--- config.mk ---
export PLATFORM = sky130hd
export DESIGN_NAME = core_mem_arbiter
export DESIGN_NICKNAME = d
export VERILOG_FILES = /design/src/rtl/core_mem_arbiter.sv
export SDC_FILE = /design/constraint.sdc
export NUM_CORES = 1
export LEC_CHECK = 0
export ABC_CLOCK_PERIOD_IN_PS = 4300
export CORE_UTILIZATION = 37
export DETAILED_ROUTE_END_ITERATION = 6
export GPL_ROUTABILITY_DRIVEN = 0
export PLACE_DENSITY = 0.77
export REMOVE_ABC_BUFFERS = 1
export SETUP_SLACK_MARGIN = 0.1
export SYNTH_ARGS = -nofsm -noshare
export SYNTH_HDL_FRONTEND = slang
export SYNTH_SLANG_ARGS = --single-unit
--- constraint.sdc ---
create_clock -name clock -period 4.3 [get_ports clock]
set_clock_uncertainty 0.15 [all_clocks]
set_input_delay 0.645 -clock clock [delete_from_list [all_inputs] [get_ports clock]]
set_output_delay 0.645 -clock clock [all_outputs]
set_load 0.01 [all_outputs]
--- src/rtl/core_mem_arbiter.sv ---
// Round-robin arbiter sharing one single-ported memory bus between instruction fetch and the LSU.
// Optional response timeout: define CORE_MEM_ARB_TIMEOUT_EN (uses TIMEOUT_CYCLES).
module core_mem_arbiter #(
    parameter int ADDR_W         = 32,
    parameter int DATA_W         = 32,
    parameter int TIMEOUT_CYCLES = 255
) (
    input  logic              clock,
    input  logic              reset,
    input  logic              if_req_i,
    input  logic [ADDR_W-1:0] if_addr_i,
    output logic              if_gnt_o,
    output logic              if_rvalid_o,
    output logic [DATA_W-1:0] if_rdata_o,
    input  logic              lsu_req_i,
    input  logic              lsu_we_i,
    input  logic [ADDR_W-1:0] lsu_addr_i,
    input  logic [DATA_W-1:0] lsu_wdata_i,
    output logic              lsu_gnt_o,
    output logic              lsu_rvalid_o,
    output logic [DATA_W-1:0] lsu_rdata_o,
    output logic              mem_req_o,
    output logic              mem_we_o,
    output logic [ADDR_W-1:0] mem_addr_o,
    output logic [DATA_W-1:0] mem_wdata_o,
    input  logic              mem_gnt_i,
    input  logic              mem_rvalid_i,
    input  logic [DATA_W-1:0] mem_rdata_i,
    output logic              rsp_err_o,
    output logic              arb_busy_o
);

    typedef enum logic [1:0] {
        ST_IDLE = 2'd0,
        ST_REQ  = 2'd1,
        ST_WAIT = 2'd2
    } state_e;

    localparam logic OWN_IF  = 1'b0;
    localparam logic OWN_LSU = 1'b1;

    if (TIMEOUT_CYCLES < 1) begin : g_bad_timeout
        $error("TIMEOUT_CYCLES must be at least 1");
    end

    state_e            state_q, state_d;
    logic              owner_q, owner_d;
    logic              last_owner_q, last_owner_d;
    logic              mem_req_q, mem_req_d;
    logic              mem_we_q, mem_we_d;
    logic [ADDR_W-1:0] mem_addr_q, mem_addr_d;
    logic [DATA_W-1:0] mem_wdata_q, mem_wdata_d;
    logic              if_rvalid_q, if_rvalid_d;
    logic              lsu_rvalid_q, lsu_rvalid_d;
    logic [DATA_W-1:0] if_rdata_q, if_rdata_d;
    logic [DATA_W-1:0] lsu_rdata_q, lsu_rdata_d;
    logic              sel_lsu;
    logic              rsp_fire;
    logic [DATA_W-1:0] rsp_data;

`ifdef CORE_MEM_ARB_TIMEOUT_EN
    localparam int                CNT_W   = (TIMEOUT_CYCLES > 1) ? $clog2(TIMEOUT_CYCLES) : 1;
    localparam logic [CNT_W-1:0]  CNT_MAX = CNT_W'(TIMEOUT_CYCLES - 1);
    logic [CNT_W-1:0] cnt_q, cnt_d;
    logic             rsp_err_q, rsp_err_d;
`endif

    always_comb begin
        // NOTE: every signal gets a default before the case so no path leaves one unassigned (no latches).
        state_d      = state_q;
        owner_d      = owner_q;
        last_owner_d = last_owner_q;
        mem_req_d    = mem_req_q;
        mem_we_d     = mem_we_q;
        mem_addr_d   = mem_addr_q;
        mem_wdata_d  = mem_wdata_q;
        if_rvalid_d  = 1'b0;
        lsu_rvalid_d = 1'b0;
        if_rdata_d   = if_rdata_q;
        lsu_rdata_d  = lsu_rdata_q;
        sel_lsu      = 1'b0;
        rsp_fire     = 1'b0;
        rsp_data     = '0;
`ifdef CORE_MEM_ARB_TIMEOUT_EN
        cnt_d        = cnt_q;
        rsp_err_d    = 1'b0;
`endif
        case (state_q)
            ST_IDLE: begin
                if (if_req_i || lsu_req_i) begin
                    // On a tie the requester that did not own the last transaction wins.
                    sel_lsu     = lsu_req_i && (!if_req_i || (last_owner_q == OWN_IF));
                    owner_d     = sel_lsu;
                    mem_req_d   = 1'b1;
                    mem_we_d    = sel_lsu && lsu_we_i;
                    mem_addr_d  = sel_lsu ? lsu_addr_i : if_addr_i;
                    mem_wdata_d = sel_lsu ? lsu_wdata_i : '0;
                    state_d     = ST_REQ;
                end
            end
            ST_REQ: begin
                if (mem_gnt_i) begin
                    mem_req_d    = 1'b0;
                    last_owner_d = owner_q;
                    state_d      = ST_WAIT;
`ifdef CORE_MEM_ARB_TIMEOUT_EN
                    cnt_d        = '0;
`endif
                end
            end
            ST_WAIT: begin
                if (mem_rvalid_i) begin
                    rsp_fire = 1'b1;
                    rsp_data = mem_we_q ? '0 : mem_rdata_i;
                end
`ifdef CORE_MEM_ARB_TIMEOUT_EN
                else if (cnt_q == CNT_MAX) begin
                    rsp_fire  = 1'b1;
                    rsp_err_d = 1'b1;
                end else begin
                    cnt_d = cnt_q + 1'b1;
                end
`endif
                if (rsp_fire) state_d = ST_IDLE;
            end
            default: state_d = ST_IDLE;
        endcase

        if (rsp_fire) begin
            if (owner_q == OWN_LSU) begin
                lsu_rvalid_d = 1'b1;
                lsu_rdata_d  = rsp_data;
            end else begin
                if_rvalid_d = 1'b1;
                if_rdata_d  = rsp_data;
            end
        end
    end

    // NOTE: sequential state uses non-blocking assignments so all flops update together at the edge.
    always_ff @(posedge clock or posedge reset) begin
        if (reset) begin
            state_q      <= ST_IDLE;
            owner_q      <= OWN_IF;
            last_owner_q <= OWN_LSU;
            mem_req_q    <= 1'b0;
            mem_we_q     <= 1'b0;
            mem_addr_q   <= '0;
            mem_wdata_q  <= '0;
            if_rvalid_q  <= 1'b0;
            lsu_rvalid_q <= 1'b0;
            if_rdata_q   <= '0;
            lsu_rdata_q  <= '0;
`ifdef CORE_MEM_ARB_TIMEOUT_EN
            cnt_q        <= '0;
            rsp_err_q    <= 1'b0;
`endif
        end else begin
            state_q      <= state_d;
            owner_q      <= owner_d;
            last_owner_q <= last_owner_d;
            mem_req_q    <= mem_req_d;
            mem_we_q     <= mem_we_d;
            mem_addr_q   <= mem_addr_d;
            mem_wdata_q  <= mem_wdata_d;
            if_rvalid_q  <= if_rvalid_d;
            lsu_rvalid_q <= lsu_rvalid_d;
            if_rdata_q   <= if_rdata_d;
            lsu_rdata_q  <= lsu_rdata_d;
`ifdef CORE_MEM_ARB_TIMEOUT_EN
            cnt_q        <= cnt_d;
            rsp_err_q    <= rsp_err_d;
`endif
        end
    end

    // Grants pass mem_gnt_i straight through to the current owner.
    assign if_gnt_o     = (state_q == ST_REQ) && (owner_q == OWN_IF) && mem_gnt_i;
    assign lsu_gnt_o    = (state_q == ST_REQ) && (owner_q == OWN_LSU) && mem_gnt_i;
    assign if_rvalid_o  = if_rvalid_q;
    assign if_rdata_o   = if_rdata_q;
    assign lsu_rvalid_o = lsu_rvalid_q;
    assign lsu_rdata_o  = lsu_rdata_q;
    assign mem_req_o    = mem_req_q;
    assign mem_we_o     = mem_we_q;
    assign mem_addr_o   = mem_addr_q;
    assign mem_wdata_o  = mem_wdata_q;
    assign arb_busy_o   = (state_q != ST_IDLE);
`ifdef CORE_MEM_ARB_TIMEOUT_EN
    assign rsp_err_o    = rsp_err_q;
`else
    assign rsp_err_o    = 1'b0;
`endif

endmodule

==> results.cfg <==
[outcome]
outcome = complete, but fails checks
failed_checks = DRC

[hold_path]
whs_path_depth = 2
hold_path_end = if_rdata_o[28]
worstHoldStart = if_rdata_o[28]
worstHoldPathType = reg2reg

[sta]
rsz_0062_raised_after_global_routing = no
finalHoldViolations = 0
worst_slack_ns = 1.41
finalCriticalPeriod_ns = 2.89
post-route-period-util_pct = 67.3
worst_slew_margin_relative_to_its_limit_pct = 24.2
tightestPinTransition_ns = 1.13
timing.final.setup_violations = 0
timing.final.max_slew_violations = 0
finalSetupTns_ns = 0
max_freq_ghz = 0.346

[floorplanning]
die_height_um = 125
row_count = 44
ios = 271
initial_core_util_pct = 38.3
coreArea_um2 = 14700
die_w_um = 125
floorplan.die_area_um2 = 15700

[drt]
vias = 4403
vias_per_cell = 4.85
drc_errors = 14
number_of_drc_markers_after_the_initial_detailed_route_iteration = 200
wl_per_cell_um = 16.9
drt_wl_total_mm = 15.3
drt-pass1-iter-count = 7
antenna_violating_nets_left = 0

[power]
cellPowerDensity_nw_per_um2 = 724
irDropWorstVdd_v = 0.000365
leakagePower_nw = 4.00
report.power.total_mw = 6.56

[final_layout]
commonest_cells_after_routing_fill_and_taps_aside = clkdlybuf4s50_1 (269), dfrtp_1 (135), nand2_1 (66), o21ai_0 (66), mux2_2 (35)
post_route_cells_drive_above_1_share_pct = 14.2
num_antenna_cells = 0
finish.instance_area_um2 = 9060
finalNonFillerCells = 907
most_common_cell_after_layout_fill_and_taps_aside = clkdlybuf4s50_1
post_layout_net_count = 845
area_growth_synth_to_finish_pct = 61.0

[place]
placedInstanceArea_um2 = 8430
placedCellCount = 875
numPortBuffers = 269
place_hpwl_mm = 10.9
preCtsSetupSlack_ns = 1.38

[global_routing]
grt_util_met2_pct = 34.2
grtUsageTotal_pct = 20.2
grt_overflow = 0
globalRouteMet3Util_pct = 5.95
antenna_found_initial = 0
maximum_number_of_pins_on_one_net_before_global_route_repair = 76
via_count_of_the_first_global_routing_pass = 4720
grt_busiest_layer = met2
grtUsageMet1_pct = 23.2
wire_length_of_the_first_global_routing_pass_mm = 24.8

[synthesis]
synthArstFlopShare_pct = 100
synth_area_leader_cell = dfrtp_1
yosys.cell_types.count = 24
synth_cells = 447
mappedNetlistArea_um2 = 5630
synth_top_cells_by_area = dfrtp_1 (60%), mux2_4 (7.7%), mux2_2 (7.0%), o21ai_0 (5.9%), a22o_1 (5.1%)
synth_area_per_inst_um2 = 12.6
synth_top_area_share_pct = 60.0
synth_enable_flop_cells = 0
synth_seq_area_share_pct = 60.5
synth-seq-cells = 136
synth_warnings = 0
synthFlopType = dfrtp_1

[cts]
clock_tree.buffer_depth = 2
cts-resized-gates = 0
cts_num_sinks = 136
cts-buffers-inserted = 17
clock_insertion_delay_at_the_later_pin_of_the_skew_report_ns = 0.40
htree_num_levels = 4
clock_tree_from_tritoncts = yes
cts-hold-fix-buffers = 0
root_buffer = clkbuf_16
postCtsSetupRepairBufs = 0
clk_transition_reported_paths_ns = 0.06

[critical_path]
cp-end-kind = primary output
rr_worst_depth = 4
critPathKind = in2out
crit_required_ns = 3.50
reg2reg_setup_slack_ns = 2.05
cp_max_fo = 5
critical_path.reg2reg.endpoint = mem_addr_o[30]
regToRegStartpoint = last_owner_q
timing.critical_path.arrival_ns = 2.10
startpoint_type = primary input

[job]
max-cap-violations = 0
-- cells by family after synthesis --
| kind of cell | share of synthesized area (%) |
|---|---|
| DFF | 60.5 |
| and+or+nand+nor | 9.12 |
| AOI/OAI and AO/OA | 11.8 |
| muxes | 14.7 |
| buffers and inverters | 3.78 |
| other | 0.0666 |
-- Yosys cell counts (2+ instances only) --
cell,instances
buf_12,3
mux2_2,35
clkbuf_1,18
nor2_1,2
a21o_1,2
nand2_1,66
buf_6,2
o21ai_0,66
dfrtp_1,135
inv_1,4
buf_2,8
nand2b_1,34
a22o_1,33
mux2_4,29
-- worst max-delay path by stage --
stage	start	endpoint	slack (ns)	cells past startpoint
floorplan	reset	if_rdata_o[0]	-0.13	1
global route	mem_gnt_i	lsu_gnt_o	1.32	4
global placement	mem_gnt_i	lsu_gnt_o	1.41	4
detailed placement	if_req_i	mem_addr_o[30]	1.38	5
finish	mem_gnt_i	lsu_gnt_o	1.41	4
CTS	mem_gnt_i	lsu_gnt_o	1.37	4
-- critical path: stages --
cell and delay (ns):
clkdlybuf4s50_1 0.47, nand3b_1 0.16, nor2_1 0.20, clkdlybuf4s50_1 0.62
-- layer usage --
| layer | up-vias | wire length, µm |
|---|---|---|
| met5 | - | 0 |
| met4 | 0 | 601 |
| met3 | 37 | 862 |
| met2 | 167 | 7730 |
| met1 | 2138 | 6100 |
| li1 | 2061 | - |
-- power breakdown --
part           switching (mW)  internal [mW]  total, mW
Sequential              0.337           1.88       2.21
Combinational            1.14           1.64       2.78
Clock                   0.517           1.04       1.56
Total                    2.00           4.56       6.56
-- sequential cells by signal, summed over array words and instances, names as in the netlist --
register and flops:
if_rdata_o 32, lsu_rvalid_o 1, mem_addr_o 32, if_rvalid_o 1, last_owner_q 1, lsu_rdata_o 32, mem_req_o 1, owner_q 1
state_q 2, mem_we_o 1, mem_wdata_o 32
-- stage by stage --
| step | util, % | hold slack, ns |
|---|---|---|
| after floorplan | - | 0.344 |
| after global placement | 57.3 | 0.313 |
| after detailed placement | 57.3 | 0.320 |
| after CTS | 61.6 | 0.332 |
| after global routing | 61.6 | 0.352 |
| final | 61.6 | 0.328 |
-- area by class of cell --
type | count | area [µm²]
well taps | 184 | 230
fillers | 1164 | 5640
clock buffers | 24 | 462
inverters | 4 | 20.0
repair buffers | 276 | 2760
multi-input cells | 275 | 2010
flip-flops and latches | 136 | 3400
clock inverters | 8 | 169
Power figures use the tool's default switching activity.
